### src/rtl/wb_rr_arbiter_if.sv
// One Wishbone classic link: the master drives the request side, the slave drives the response side.
// The arbiter takes three of these: two as a slave (the masters) and one as a master (the shared slave).
interface wb_rr_arbiter_if #(
    parameter int DW = 32,
    parameter int AW = 32,
    parameter int SW = DW / 8
);
    logic [DW-1:0] dat_w;   // master -> slave write data
    logic [AW-1:0] adr;
    logic [SW-1:0] sel;
    logic          we;
    logic          stb;
    logic [DW-1:0] dat_r;   // slave -> master read data
    logic          ack;
    logic          err;

    modport master (
        output dat_w, adr, sel, we, stb,
        input  dat_r, ack, err
    );

    modport slave (
        input  dat_w, adr, sel, we, stb,
        output dat_r, ack, err
    );
endinterface

### src/rtl/wb_rr_arbiter.sv
// Two-master round-robin Wishbone classic arbiter with transaction-locked grants
// and a watchdog that ends a hung transfer with a one-cycle error to its owner.
module wb_rr_arbiter #(
    parameter int DW      = 32,
    parameter int AW      = 32,
    parameter int SW      = DW / 8,
    parameter int TIMEOUT = 255
) (
    input  logic              clk,
    input  logic              rst,
    wb_rr_arbiter_if.slave    m0,
    wb_rr_arbiter_if.slave    m1,
    wb_rr_arbiter_if.master   s,
    output logic [1:0]        gnt,
    output logic              timeout_flag
);

    localparam int WDW = $clog2(TIMEOUT + 1);
    localparam logic [WDW-1:0] WDOG_LAST = WDW'(TIMEOUT - 1);

    typedef enum logic {
        IDLE = 1'b0,
        BUSY = 1'b1
    } state_t;

    state_t         state_q, state_d;
    logic [1:0]     gnt_q, gnt_d;
    logic           last_q, last_d;     // index of the master that owned the bus last
    logic [WDW-1:0] wdog_q, wdog_d;
    logic           tflag_q, tflag_d;

    logic [1:0]     req;
    logic           busy;
    logic           owner_stb;
    logic           deadline;

    assign req       = {m1.stb, m0.stb};
    assign busy      = (state_q == BUSY);
    assign owner_stb = |(gnt_q & req);
    // An abort or an ack on the final cycle wins over the timeout.
    assign deadline  = busy && owner_stb && !s.ack && (wdog_q == WDOG_LAST);

    // ------------------------------------------------------------------
    // Request routing toward the slave, selected by the registered grant
    // ------------------------------------------------------------------
    logic [DW-1:0] r_dat;
    logic [AW-1:0] r_adr;
    logic [SW-1:0] r_sel;
    logic          r_we;

    always_comb begin
        r_dat = '0;
        r_adr = '0;
        r_sel = '0;
        r_we  = 1'b0;
        if (gnt_q[1]) begin
            r_dat = m1.dat_w;
            r_adr = m1.adr;
            r_sel = m1.sel;
            r_we  = m1.we;
        end else if (gnt_q[0]) begin
            r_dat = m0.dat_w;
            r_adr = m0.adr;
            r_sel = m0.sel;
            r_we  = m0.we;
        end
    end

    assign s.dat_w = r_dat;
    assign s.adr   = r_adr;
    assign s.sel   = r_sel;
    assign s.we    = r_we;
    assign s.stb   = busy & owner_stb & ~deadline;

    // Response path: data is broadcast, ack/err only reach the owner.
    assign m0.dat_r = s.dat_r;
    assign m1.dat_r = s.dat_r;
    assign m0.ack   = busy & gnt_q[0] & s.ack;
    assign m1.ack   = busy & gnt_q[1] & s.ack;
    assign m0.err   = gnt_q[0] & deadline;
    assign m1.err   = gnt_q[1] & deadline;

    assign gnt          = gnt_q;
    assign timeout_flag = tflag_q;

    // ------------------------------------------------------------------
    // Next-state logic
    // ------------------------------------------------------------------
    always_comb begin
        state_d = state_q;
        gnt_d   = gnt_q;
        last_d  = last_q;
        wdog_d  = wdog_q;
        tflag_d = tflag_q;

        case (state_q)
            IDLE: begin
                if (req != 2'b00) begin
                    state_d = BUSY;
                    wdog_d  = '0;
                    if (req == 2'b11)
                        gnt_d = last_q ? 2'b01 : 2'b10;
                    else
                        gnt_d = req;
                end
            end
            BUSY: begin
                if (s.ack || !owner_stb || deadline) begin
                    state_d = IDLE;
                    gnt_d   = 2'b00;
                    wdog_d  = '0;
                    last_d  = gnt_q[1];
                    if (deadline)
                        tflag_d = 1'b1;
                end else begin
                    wdog_d = wdog_q + 1'b1;
                end
            end
            default: begin
                state_d = IDLE;
                gnt_d   = 2'b00;
                wdog_d  = '0;
            end
        endcase
    end

    always_ff @(posedge clk or posedge rst) begin
        if (rst) begin
            state_q <= IDLE;
            gnt_q   <= 2'b00;
            last_q  <= 1'b1;
            wdog_q  <= '0;
            tflag_q <= 1'b0;
        end else begin
            state_q <= state_d;
            gnt_q   <= gnt_d;
            last_q  <= last_d;
            wdog_q  <= wdog_d;
            tflag_q <= tflag_d;
        end
    end

endmodule
### src/flat_wrapper.sv
// flat-port wrapper written by rule: the top's interface ports become plain ports
module wb_rr_arbiter_flat 
#(
    parameter int DW      = 32,
    parameter int AW      = 32,
    parameter int SW      = DW / 8,
    parameter int TIMEOUT = 255
)
  (clk, rst, gnt, timeout_flag, m0_dat_w, m0_adr, m0_sel, m0_we, m0_stb, m0_dat_r, m0_ack, m0_err, m1_dat_w, m1_adr, m1_sel, m1_we, m1_stb, m1_dat_r, m1_ack, m1_err, s_dat_w, s_adr, s_sel, s_we, s_stb, s_dat_r, s_ack, s_err);
  wb_rr_arbiter_if #(.DW(DW), .AW(AW), .SW(SW)) m0_i ();
  wb_rr_arbiter_if #(.DW(DW), .AW(AW), .SW(SW)) m1_i ();
  wb_rr_arbiter_if #(.DW(DW), .AW(AW), .SW(SW)) s_i ();
  input  logic clk;
  input  logic rst;
  output logic [1:0] gnt;
  output logic timeout_flag;
  input wire logic [$bits(m0_i.dat_w)-1:0] m0_dat_w;
  input wire logic [$bits(m0_i.adr)-1:0] m0_adr;
  input wire logic [$bits(m0_i.sel)-1:0] m0_sel;
  input wire logic [$bits(m0_i.we)-1:0] m0_we;
  input wire logic [$bits(m0_i.stb)-1:0] m0_stb;
  output wire logic [$bits(m0_i.dat_r)-1:0] m0_dat_r;
  output wire logic [$bits(m0_i.ack)-1:0] m0_ack;
  output wire logic [$bits(m0_i.err)-1:0] m0_err;
  input wire logic [$bits(m1_i.dat_w)-1:0] m1_dat_w;
  input wire logic [$bits(m1_i.adr)-1:0] m1_adr;
  input wire logic [$bits(m1_i.sel)-1:0] m1_sel;
  input wire logic [$bits(m1_i.we)-1:0] m1_we;
  input wire logic [$bits(m1_i.stb)-1:0] m1_stb;
  output wire logic [$bits(m1_i.dat_r)-1:0] m1_dat_r;
  output wire logic [$bits(m1_i.ack)-1:0] m1_ack;
  output wire logic [$bits(m1_i.err)-1:0] m1_err;
  output wire logic [$bits(s_i.dat_w)-1:0] s_dat_w;
  output wire logic [$bits(s_i.adr)-1:0] s_adr;
  output wire logic [$bits(s_i.sel)-1:0] s_sel;
  output wire logic [$bits(s_i.we)-1:0] s_we;
  output wire logic [$bits(s_i.stb)-1:0] s_stb;
  input wire logic [$bits(s_i.dat_r)-1:0] s_dat_r;
  input wire logic [$bits(s_i.ack)-1:0] s_ack;
  input wire logic [$bits(s_i.err)-1:0] s_err;
  assign m0_i.dat_w = m0_dat_w;
  assign m0_i.adr = m0_adr;
  assign m0_i.sel = m0_sel;
  assign m0_i.we = m0_we;
  assign m0_i.stb = m0_stb;
  assign m0_dat_r = m0_i.dat_r;
  assign m0_ack = m0_i.ack;
  assign m0_err = m0_i.err;
  assign m1_i.dat_w = m1_dat_w;
  assign m1_i.adr = m1_adr;
  assign m1_i.sel = m1_sel;
  assign m1_i.we = m1_we;
  assign m1_i.stb = m1_stb;
  assign m1_dat_r = m1_i.dat_r;
  assign m1_ack = m1_i.ack;
  assign m1_err = m1_i.err;
  assign s_dat_w = s_i.dat_w;
  assign s_adr = s_i.adr;
  assign s_sel = s_i.sel;
  assign s_we = s_i.we;
  assign s_stb = s_i.stb;
  assign s_i.dat_r = s_dat_r;
  assign s_i.ack = s_ack;
  assign s_i.err = s_err;
  wb_rr_arbiter #(.DW(DW), .AW(AW), .SW(SW), .TIMEOUT(TIMEOUT)) u_core (.clk(clk), .rst(rst), .m0(m0_i), .m1(m1_i), .s(s_i), .gnt(gnt), .timeout_flag(timeout_flag));
endmodule
### config.mk
export PLATFORM = sky130hd
export DESIGN_NAME = wb_rr_arbiter_flat
export DESIGN_NICKNAME = d
export VERILOG_FILES = /design/src/rtl/wb_rr_arbiter_if.sv /design/src/rtl/wb_rr_arbiter.sv /design/src/flat_wrapper.sv
export SDC_FILE = /design/constraint.sdc
export NUM_CORES = 1
export LEC_CHECK = 0
export CAP_MARGIN = 25
export CORE_AREA = 2 2 123 125
export CTS_BUF_LIST = sky130_fd_sc_hd__clkbuf_16
export DETAILED_ROUTE_END_ITERATION = 16
export DIE_AREA = 0 0 125 127
export PLACE_DENSITY_LB_ADDON = 0.1
export SYNTH_ARGS = -nofsm -noshare
export SYNTH_HDL_FRONTEND = slang
export SYNTH_SLANG_ARGS = --single-unit
### constraint.sdc
create_clock -name clk -period 2 [get_ports clk]
set_input_delay 0.2 -clock clk [delete_from_list [all_inputs] [get_ports clk]]
set_output_delay 0.2 -clock clk [all_outputs]
set_load 0.01 [all_outputs]
==> results <==
cells in the final DEF, fill, tap and decap left out, drive strengths merged, types with 2 or more instances in the layout:
master         Yosys  final
o21ai              4      4
inv                6      6
and2               2      2
buf               68     23
dlygate4sd2        0     62
or3                2      2
a21oi              2      2
nor3               4      4
a22o              69     69
nor2               5      5
dlymetal6s2s       0     10
clkbuf            13      3
a31oi              6      6
bufbuf             0      3
nand2              7      7
ha                 2      2
o211ai             2      2
o22ai              2      2
dfrtp             12     12
clkdlybuf4s50      0    147
nand3              5      5
and3               5      5
cell families (layout without fill, tap and decap cells):
family,after synthesis,in the layout,share of synthesized area
compound gates,89,89,0.3872
buf+inv,87,255,0.3061
simple gates,36,36,0.1154
flops,13,13,0.1722
fa+ha+maj,2,2,0.01319
mux,1,1,0.005936
cell usage after synthesis (2+ instances only):
master and instances:
and2_1 2, nor2_1 4, buf_2 2, a22o_1 69, a21oi_1 2, nor3_1 3
dfrtp_1 12, inv_1 6, clkbuf_1 13, buf_4 65, nand3_1 5, ha_1 2
and3_1 5, o21ai_0 4, a31oi_1 6, o22ai_1 2, nand2_1 7, o211ai_1 2
timing repair:
item | in CTS | in global routing
hold endpoints to repair | 0 | 0
resized for setup | 65 | 12
endpoints found under the setup margin | 72 | 13
cloned | 3 | 0
setup buffers | 4 | 2
registers in the layout, indices dropped and copies added, names as in the netlist:
register,cells
u_core.busy,1
u_core.timeout_flag,1
u_core.gnt,2
u_core.wdog_q,8
u_core.last_q,1
final cells by class:
| cell class | instances | area (µm²) | area share |
|---|---|---|---|
| Inverter | 6 | 22.52 | 0.005463 |
| Tap cell | 184 | 230.2 | 0.05584 |
| Clock inverter | 1 | 5.005 | 0.001214 |
| Sequential cell | 13 | 327.8 | 0.07951 |
| Clock buffer | 3 | 75.07 | 0.01821 |
| Timing Repair Buffer | 245 | 2462 | 0.5973 |
| Multi-Input combinational cell | 128 | 999.7 | 0.2425 |
metal layers:
| metal | share of wire | track usage | wire [µm] |
|---|---|---|---|
| met3 | 0.064 | 0.03057 | 766 |
| met2 | 0.59 | 0.2912 | 7032 |
| met4 | 0.016 | 0.02876 | 186 |
| met1 | 0.33 | 0.1376 | 3915 |
| met5 | 0 | 0 | 0 |
path summary, 6_finish.rpt:
check,from,cells past startpoint,to
worst max-delay path,u_core.gnt[0],6,s_dat_w[8]
worst min-delay path,rst,2,u_core.wdog_q[4]
worst max register to register,u_core.gnt[1],6,u_core.last_q
worst min register to register,u_core.timeout_flag,1,u_core.timeout_flag
max in group asynchronous,rst,2,u_core.gnt[1]
min in group clk,s_dat_r[10],0,m1_dat_r[10]
metrics by stage:
step	setup slack, ns	TNS [ns]	utilization
finish	0.08461	0	0.2858
global route	0.01627	0	0.2858
CTS	-0.1113	-0.3209	0.2824
detailed placement	-0.08021	-0.1629	0.2718
global placement	-0.09261	-0.1800	0.2718
floorplan	0.5680	0	-
worst max-delay path: stages, from the launching register on:
cell	delay [ns]
dfrtp_1	0.40
inv_2	0.09
nor2_4	0.04
buf_12	0.14
bufbuf_16	0.28
a22o_1	0.21
dlygate4sd2_1	0.31
power breakdown:
part           internal (mW)  switching [mW]
logic                   1.69            1.44
clock network          0.267           0.118
registers              0.313          0.0346
==> flow_summary.json <==
{
  "worstMarginPinSlew_ns": 0.5462,
  "cts.sinks": 13,
  "io_pins": 317,
  "netlist_instances": 228,
  "critical_path_required_ns": 1.80,
  "layout-drive-gt1-share": 0.1010,
  "dp.cells": 567,
  "insertedDiodeCount": 0,
  "rows": 44,
  "p_leak_nw": 2.001,
  "synth_area_leaders": "a22o_1, buf_4, dfrtp_1",
  "cp-end-kind": "primary output",
  "numPortBuffers": 219,
  "hpwl_um": 9975,
  "critPathArrivalTime_ns": 1.72,
  "yosysWarnings": 0,
  "grt_usage": 0.1388,
  "clkLatencyLatePin_ns": 0.24,
  "mappedNetlistArea_mm2": 0.001897,
  "dieHeight_um": 127,
  "grt_first_pass_wirelength_um": 16620,
  "async_flop_share": 1.000,
  "wl_per_cell_um": 20.52,
  "period_share": 0.9577,
  "viasPerCell": 4.117,
  "nets": 575,
  "drc": 0,
  "fill_cells": 1604,
  "overflow": 0,
  "relSlewSlack": 0.6354,
  "drt_iter0_markers": 72,
  "syn-num-nets": 406,
  "grt_pass1_vias": 2485,
  "ys_seq_area_frac": 0.1722,
  "rsz0062_at_grt": "false",
  "syn_avg_cell_area_um2": 8.319,
  "first_pass_iters": 4,
  "path_clk_slew_ns": 0.05,
  "initial_core_util": 0.1315,
  "wl_um": 11900,
  "antenna_found_initial": 0,
  "power.density_mw_per_mm2": 936.2,
  "cp_max_fo": 16,
  "final_area_mm2": 0.004123,
  "report.final.slew_viol_count": 0,
  "synth_edf_count": 0,
  "clockBufferDepth": 2,
  "cts_max_level": 1,
  "drtAntennaViolNets": 0,
  "fp.dieW_um": 125,
  "vias": 2388,
  "ys_ff_latch": 13,
  "grt_max_degree": 42,
  "cts_tree": "yes",
  "placed_area_mm2": 0.003920,
  "synth_top_area_frac": 0.3186,
  "hold_path.class": "input port to asynchronous set/reset pin",
  "ir_drop_v": 0.0003662,
  "core_region_area_mm2": 0.01442,
  "place_congestion": 0.7607,
  "cts_hold_buf": 0,
  "cts_buffers": 3,
  "cts-root-buf": "clkbuf_16",
  "critPathLaunchType": "flip-flop",
  "crit_type": "flip-flop to primary output",
  "hold_viol_final": 0,
  "area_growth_syn_to_layout_pct": 117.3,
  "maxCapViolations": 0,
  "rrSetupSlack_ns": 0.39,
  "status": "complete, no violations",
  "dieArea_mm2": 0.01588,
  "synth.distinct_cells": 35,
  "power_mw": 3.860,
  "yosys.area.top_type": "a22o_1",
  "synth_ff_type": "dfrtp_1",
  "finClkSkew_ns": 0.003062,
  "period_minus_slack_ns": 1.915,
  "instances_no_fill": 580,
  "clock.fmax_ghz": 0.5221,
  "fin_hold_ws_ns": 0.3012,
  "setup_viol": 0
}
(Power assumes the default switching activity.)
